File: src/rtl/relu_stream_scheduler.sv
// Streams a feature map through a shared bank of LANES ReLU units, one word per cycle,
// with read/write address generation and a 2-entry credit-controlled output FIFO.
//
// state | meaning
// IDLE  | waiting for start
// RUN   | issuing source reads
// DRAIN | all reads issued, flushing remaining writes
// DONE  | single-cycle completion pulse
module relu_stream_scheduler #(
    parameter int BITWIDTH    = 16,
    parameter int DATAWIDTH   = 7,
    parameter int DATAHEIGHT  = 7,
    parameter int DATACHANNEL = 4,
    parameter int LANES       = 7,
    parameter int ADDR_W      = 8
) (
    input  logic                      clk,
    input  logic                      rst_n,
    input  logic                      start,
    output logic                      rd_en,
    output logic [ADDR_W-1:0]         rd_addr,
    input  logic [LANES*BITWIDTH-1:0] rd_data,
    output logic                      wr_en,
    output logic [ADDR_W-1:0]         wr_addr,
    output logic [LANES*BITWIDTH-1:0] wr_data,
    input  logic                      wr_ready,
    output logic                      busy,
    output logic                      done
);

    localparam int ELEMS = DATACHANNEL * DATAHEIGHT * DATAWIDTH;
    localparam int WORDS = (ELEMS + LANES - 1) / LANES;
    localparam int DW    = LANES * BITWIDTH;
    localparam logic [ADDR_W-1:0] WORDS_A = ADDR_W'(WORDS);

    localparam logic [1:0] S_IDLE  = 2'd0;
    localparam logic [1:0] S_RUN   = 2'd1;
    localparam logic [1:0] S_DRAIN = 2'd2;
    localparam logic [1:0] S_DONE  = 2'd3;

    logic [1:0]        state_q, state_d;
    logic [ADDR_W-1:0] rd_cnt_q, rd_cnt_d;
    logic [ADDR_W-1:0] wr_cnt_q, wr_cnt_d;
    logic              inflight_q;
    logic [1:0]        fifo_cnt_q, fifo_cnt_d;
    logic              wr_ptr_q, rd_ptr_q;
    logic [DW-1:0]     fifo_mem_q [2];
    logic [DW-1:0]     relu_word;
    logic              accept, push, pop;
    logic [2:0]        occ;

    assign accept  = (state_q == S_IDLE) && start;
    assign push    = inflight_q;
    assign pop     = wr_en && wr_ready;
    assign wr_en   = (fifo_cnt_q != 2'd0);
    assign wr_data = fifo_mem_q[rd_ptr_q];
    assign wr_addr = wr_cnt_q;
    assign rd_addr = rd_cnt_q;
    assign busy    = (state_q != S_IDLE);
    assign done    = (state_q == S_DONE);

    // Occupancy the FIFO will hold once the current push/pop settle; a new read is only
    // issued if its data is guaranteed a free slot when it lands next cycle.
    assign occ   = {1'b0, fifo_cnt_q} + {2'b0, push} - {2'b0, pop};
    assign rd_en = (state_q == S_RUN) && (rd_cnt_q < WORDS_A) && (occ < 3'd2);

    always_comb begin
        relu_word = '0;
        for (int i = 0; i < LANES; i++) begin
            relu_word[i*BITWIDTH +: BITWIDTH] =
                rd_data[i*BITWIDTH + BITWIDTH - 1] ? '0 : rd_data[i*BITWIDTH +: BITWIDTH];
        end
    end

    always_comb begin
        rd_cnt_d   = accept ? '0 : rd_cnt_q + ADDR_W'(rd_en);
        wr_cnt_d   = accept ? '0 : wr_cnt_q + ADDR_W'(pop);
        fifo_cnt_d = fifo_cnt_q + {1'b0, push} - {1'b0, pop};
    end

    always_comb begin
        state_d = state_q;
        case (state_q)
            S_IDLE:  if (start) state_d = S_RUN;
            S_RUN:   if (rd_cnt_q == WORDS_A) state_d = S_DRAIN;
            // Look at the post-write count so DONE follows the final write directly.
            S_DRAIN: if (wr_cnt_d == WORDS_A) state_d = S_DONE;
            S_DONE:  state_d = S_IDLE;
            default: state_d = S_IDLE;
        endcase
    end

    always_ff @(posedge clk or negedge rst_n) begin
        if (!rst_n) begin
            state_q       <= S_IDLE;
            rd_cnt_q      <= '0;
            wr_cnt_q      <= '0;
            inflight_q    <= 1'b0;
            fifo_cnt_q    <= 2'd0;
            wr_ptr_q      <= 1'b0;
            rd_ptr_q      <= 1'b0;
            fifo_mem_q[0] <= '0;
            fifo_mem_q[1] <= '0;
        end else begin
            state_q    <= state_d;
            rd_cnt_q   <= rd_cnt_d;
            wr_cnt_q   <= wr_cnt_d;
            inflight_q <= rd_en;
            fifo_cnt_q <= fifo_cnt_d;
            if (push) begin
                fifo_mem_q[wr_ptr_q] <= relu_word;
                wr_ptr_q             <= ~wr_ptr_q;
            end
            if (pop) begin
                rd_ptr_q <= ~rd_ptr_q;
            end
        end
    end

endmodule

File: config.mk
export PLATFORM = sky130hd
export DESIGN_NAME = relu_stream_scheduler
export DESIGN_NICKNAME = d
export VERILOG_FILES = /design/src/rtl/relu_stream_scheduler.sv
export SDC_FILE = /design/constraint.sdc
export NUM_CORES = 1
export LEC_CHECK = 0
export ABC_AREA = 1
export ABC_CLOCK_PERIOD_IN_PS = 2550
export BUFFER_PORTS_ARGS = -buffer_cell sky130_fd_sc_hd__buf_4
export CAP_MARGIN = 20
export CORE_MARGIN = 3
export CORE_UTILIZATION = 43
export DETAILED_ROUTE_END_ITERATION = 7
export PLACE_DENSITY = 0.67
export SYNTH_ARGS = -nofsm -noshare
export SYNTH_HDL_FRONTEND = slang
export SYNTH_SLANG_ARGS = --single-unit
export TNS_END_PERCENT = 10
File: constraint.sdc
create_clock -name clk -period 2.55 [get_ports clk]
set_clock_uncertainty 0.15 [all_clocks]
set_input_delay 0.51 -clock clk [delete_from_list [all_inputs] [get_ports clk]]
set_output_delay 0.51 -clock clk [all_outputs]
set_load 0.05 [all_outputs]
## Word level (Yosys, flattened, before mapping)

Index checks and enable logic that the tools add are counted.

| word-level totals | value |
|---|---|
| bits in registers | 247 |
| input port bits | 116 |
| output and inout bits | 132 |
| word-level logic and storage cells | 60 |

| cells by class | value |
|---|---|
| $add $sub $neg | 6 |
| $lt $le $gt $ge | 5 |
| eq/ne operators | 8 |
| mux-type cells | 19 |
| bitwise gates (word level) | 4 |
| reduce and logical (&&, ||, !) cells | 9 |

Operator list:

| cell | number |
|---|---|
| $mux 112 | 4 |
| $bwmux 224 | 1 |
| $demux 112 s1 | 1 |
| $mux 15 | 7 |
| $add 8x1->8 | 2 |
| $eq 8x5->1 const B | 2 |
| $mux 8 | 2 |
| $lt 8x5->1 const B | 1 |
| $pmux 2 s4 | 1 |
| $mux 2 | 3 |
| $logic_and 1x1->1 | 5 |
| $eq 2x2->1 const B | 2 |
| $ge 2x2->1 const B | 2 |
| $ne 2x2->1 const B | 2 |
| $not 1->2 | 2 |
| $reduce_bool 2->1 | 2 |
| $add 2x1->3 | 1 |
| $lt 3x2->1 const B | 1 |
| $reduce_and 3->1 | 1 |
| $sub 3x1->3 | 1 |
| $add 2x1->2 | 1 |
| $eq 2x1->1 const B | 1 |
| $logic_not 2->1 | 1 |
| $lt 2x1->1 const B | 1 |
| other kinds (3) | 4 |

## Depth between registers and ports, before layout

| logic depth | value |
|---|---|
| depth after elaboration | 7 |
| depth in mapped cells | 16 |
| mapped depth without buffers | 16 |

## Worst setup path after synthesis

No wires, ideal clock.

| path | value |
|---|---|
| kind | input-to-reg |
| start | input wr_ready |
| end | register rd_cnt_q[6], in the netlist rd_addr[6] |
| setup time | 0.125 ns |
| arrival time | 3.797 ns |
| data required time | 2.275 ns |
| path slack | -1.522 ns |
| cell stages on the path | 16 |
| buffers on the path | 0 |
| cells stage by stage | inv_1 -> nor2_4 -> nand2_1 -> o21ai_0 -> ha_1 -> inv_1 -> fa_1 -> inv_1 -> nor3_1 -> ha_1 -> ha_1 -> inv_1 -> nor3_1 -> nand2_1 -> o21ai_0 -> a21oi_1 |

| on the way | value |
|---|---|
| word-level cells in the longest chain between the ends | 6 |

RTL lines:

| what | line | text |
|---|---|---|
| start: declaration | 26 | `input logic wr_ready,` |
| $logic_and 1x1->1 | 54 | `assign pop = wr_en && wr_ready;` |
| $sub 3x1->3 | 64 | `assign occ = {1'b0, fifo_cnt_q} + {2'b0, push} - {2'b0, pop};` |
| $lt 3x2->1 | 65 | `assign rd_en = (state_q == S_RUN) && (rd_cnt_q < WORDS_A) && (occ < 3'd2);` |
| $logic_and 1x1->1 | 65 |  |
| net rd_en | 20 | `output logic rd_en,` |
| $add 8x1->8 | 76 | `rd_cnt_d = accept ? '0 : rd_cnt_q + ADDR_W'(rd_en);` |
| $mux 8 | 76 |  |
| net rd_cnt_d[6] | 42 | `logic [ADDR_W-1:0] rd_cnt_q, rd_cnt_d;` |
| end signal: assignment | 106 | `rd_cnt_q <= rd_cnt_d;` |
| end: declaration | 42 |  |

The timed path passes the listed nets, and every way through them passes these cells.
A chain may end at the register's enable or synchronous reset.

## Final worst setup path

| path | value |
|---|---|
| start | register fifo_cnt_q[0] |
| end | output rd_en |

| on the way | value |
|---|---|
| word-level cells in the longest chain between the ends | 5 |
| elaborated cells between the ends (all ways) | 6 |
| classes of those cells | add/sub: 2; order compare: 1; reduce/logical: 3 |

RTL lines:

| what | line | text |
|---|---|---|
| start: declaration | 45 | `logic [1:0] fifo_cnt_q, fifo_cnt_d;` |
| start signal: assignment | 109 | `fifo_cnt_q <= fifo_cnt_d;` |
| branches (longest 2 deep; another with $add 2x1->3) | n/a |  |
| $sub 3x1->3 * | 64 |  |
| $lt 3x2->1 * | 65 |  |
| $logic_and 1x1->1 * | 65 |  |
| end: declaration | 20 |  |

Mark *: on every way between the ends.

==> flow_summary.yaml <==
setup_path:
  rr_worst_depth: 17
  r2r_start: "fifo_cnt_q[0]"
  worstPathCellList: "nor2_4 -> nor2_4 -> nand2_2 -> o21ai_2 -> ha_2 -> inv_2 -> fa_2 -> inv_2 -> nor3_4 -> buf_6 -> buf_8"
  worstPathBufferInverterCount: 4
  timing.critical_path.fanout_max: 2
  timing.setup.critical_path_class: "flop to primary output"
  startpoint_type: "flop"
  worst_path_required_ns: 1.89
  critical_path_depth: 11
  cpMaxStageDelayCell: "fa_2"
  r2r_setup_slack_ns: -0.27
  critical-path-top-delay-family: "adder cells"
  timing.critical_path.slowest_cell_delay_ns: 0.52
  cp-end-kind: "primary output"
  crit_arrival_ns: 2.45
  rr_endpoint: "rd_addr[6]"
global_routing:
  grt_start_max_net_pins: 106
  number_of_antenna_violations_at_the_first_check_in_global_routing: 0
  wire_length_of_the_first_global_routing_pass_mm: 47.7
  globalRoute.totalOverflow: 0
  globalRouteTotalUtil_pct: 20.2
  first_global_vias: 9633
timing:
  slew_viol_final: 0
  max_slew.worst_pin.slew_ns: 0.589
  max_freq_ghz: 0.322
  fin_crit_sh_pct: 122
  hold_violations: 0
  postLayoutSetupSlackWorst_ns: -0.557
  timing.max_slew.rel_slack_pct: 60.7
  rsz_0062_raised_after_global_routing: "yes"
  period_minus_slack_ns: 3.11
  hold-worst-slack_ns: 0.144
  finalSetupTns_ns: -1.73
  setup_violations: 18
placement:
  place.gp.congestion: 0.805
  dp_slack_ns: -0.424
  place_hpwl_mm: 18.6
  port-buffer-count: 240
  numPlacedInstances: 2018
finish:
  layout_common_cells: "nand2_1 (545), inv_1 (237), dfrtp_1 (231), buf_4 (206), o21ai_0 (138)"
  layout_cells_sized_above_1_pct: 21.0
  syn_to_layout_area_delta_pct: 31.6
  finish.cell_count_without_fillers: 2068
  antenna_cells: 0
  final_common_cell: "nand2_1"
  finalNetCount: 1846
clock_tree:
  clock_insertion_delay_worst_skew_ns: 0.52
  tritoncts_clock_tree: "done"
  cts.path.max_buffers: 3
  cts.reportedPaths.clkPinSlew_ns: 0.06
  cts-buffers-inserted: 27
  cts.htree.levels: 1
  clk_tree_root_cell: "clkbuf_16"
  clock_sink_total: 233
synth:
  asyncSetResetFlopFracSynth_pct: 100
  yosysWarningCount: 0
  register_bit_total_from_synthesis: 233
  number_of_enable_flip_flop_cells_after_synthesis: 0
  synth_sequential_area_ratio_pct: 52.4
  synth_flop_cell: "dfrtp_1"
  post_synth_inst_count: 1499
  ys_types: 27
  syn-cell-area_mm2: 0.0111
  syn-mean-instance-area_um2: 7.42
drt:
  num_vias: 9844
  route.final.wire_length_mm: 28.3
  routed_via_density: 4.76
  routed_wire_length_per_instance_um: 13.7
  post-route-drc-count: 0
  first_pass_iters: 5
  drt_initial_violations: 705
  antenna_violating_nets_post_route: 0
die:
  core_area_mm2: 0.0253
  num_io_pins: 248
  rows: 58
  die_height_um: 167
  die_x_um: 167
  die-area_mm2: 0.0278
  initial_utilization_pct: 43.9
status:
  status: "finished, violations left"
  violated_checks: "negative setup slack"
worst_hold_path:
  whs_endpoint: "fifo_mem_q[30]"
  min_path_type: "primary input to flop"
  holdPathStages: 5
  hold_path_startpoint: "rd_data[30]"
job:
  number_of_max_cap_violations: 0
pwr:
  power.total_mw: 21.3
  power_leakage_nw: 7.76
  vdd_ir_max_uv: 859
  power.density_cell_area_mw_per_mm2: 1460
-- sequential cells by signal (all words and copies together), names as in the netlist --
register    count
fifo_cnt_q      2
fifo_mem_q    210
inflight_q      1
rd_addr         8
rd_ptr_q        1
state_q         2
wr_addr         8
wr_ptr_q        1
-- layout make-up --
class                           count  area [um^2]
Clock buffer                       40          764
Clock inverter                      6         92.6
Fill cell                        2287        10700
Inverter                          243          913
Multi-Input combinational cell    946         4230
Sequential cell                   233         5840
Tap cell                          330          413
Timing Repair Buffer              270         2380
-- report_power, final --
group	total [mW]	switching [mW]	internal, mW
combinational	11.5	7.90	3.61
sequential	6.08	0.766	5.31
clock	3.73	1.46	2.27
total	21.3	10.1	11.2
-- metrics by stage --
stage | utilization (%) | instance area [um^2]
after detailed placement | 52.8 | 13400
after CTS | 56.9 | 14400
final | 57.8 | 14600
after floorplan | - | 11200
after global placement | 52.8 | 13400
after global routing | 57.8 | 14600
-- per-layer routing --
| metal | global-route usage (%) | wire length, um | vias up |
|---|---|---|---|
| li1 | - | - | 4914 |
| met1 | 30.0 | 13000 | 4581 |
| met2 | 31.8 | 12900 | 315 |
| met3 | 3.13 | 1910 | 34 |
| met4 | 4.12 | 429 | 0 |
| met5 | 0 | 0 | - |
-- worst max-delay path by stage --
stage                              from    endpoint  slack [ns]
after CTS                 fifo_cnt_q[1]       rd_en       -0.53
final                     fifo_cnt_q[0]       rd_en       -0.56
after global routing      fifo_cnt_q[0]       rd_en       -0.67
after floorplan                wr_ready  rd_addr[7]       -0.68
after detailed placement       wr_ready  rd_addr[6]       -0.42
after global placement         wr_ready  rd_addr[6]       -0.37
-- repair_timing --
item	in CTS	in global routing
setup buffers	5	2
pin swaps	3	11
resized for setup	93	84
endpoints found under the hold margin	42	0
hold buffers	1	0
endpoints found under the setup margin	54	97
-- synth_stat cells (2+ instances only) --
cell	n	share of area, %
a21oi_1	7	0.32
buf_1	7	0.24
buf_2	28	1.3
buf_4	8	0.54
clkbuf_1	40	1.4
dfrtp_1	233	52
ha_1	8	0.90
inv_1	242	8.2
nand2_1	554	19
nand2_2	3	0.17
nand3_1	7	0.32
nand3_2	2	0.18
nand4_1	5	0.28
nor2_1	120	4.1
nor2_4	2	0.20
nor3_1	6	0.27
o21ai_0	215	9.7
xor2_1	3	0.24
-- cell families after synthesis --
family,after synthesis,synth area share (%)
other,1,0.0337
adder cells (fa/ha/maj),9,1.08
AO/OA/AOI/OAI,222,9.99
buffers and inverters,326,11.6
XOR/XNOR,4,0.315
AND/OR/NAND/NOR,704,24.6
flip-flops,233,52.4
-- worst min-delay path: stages --
cell     delay [ns]
buf_4          0.10
inv_1          0.04
nor2_1         0.04
nand2_1        0.05
nand2_1        0.04
(Power assumes the default switching activity.)
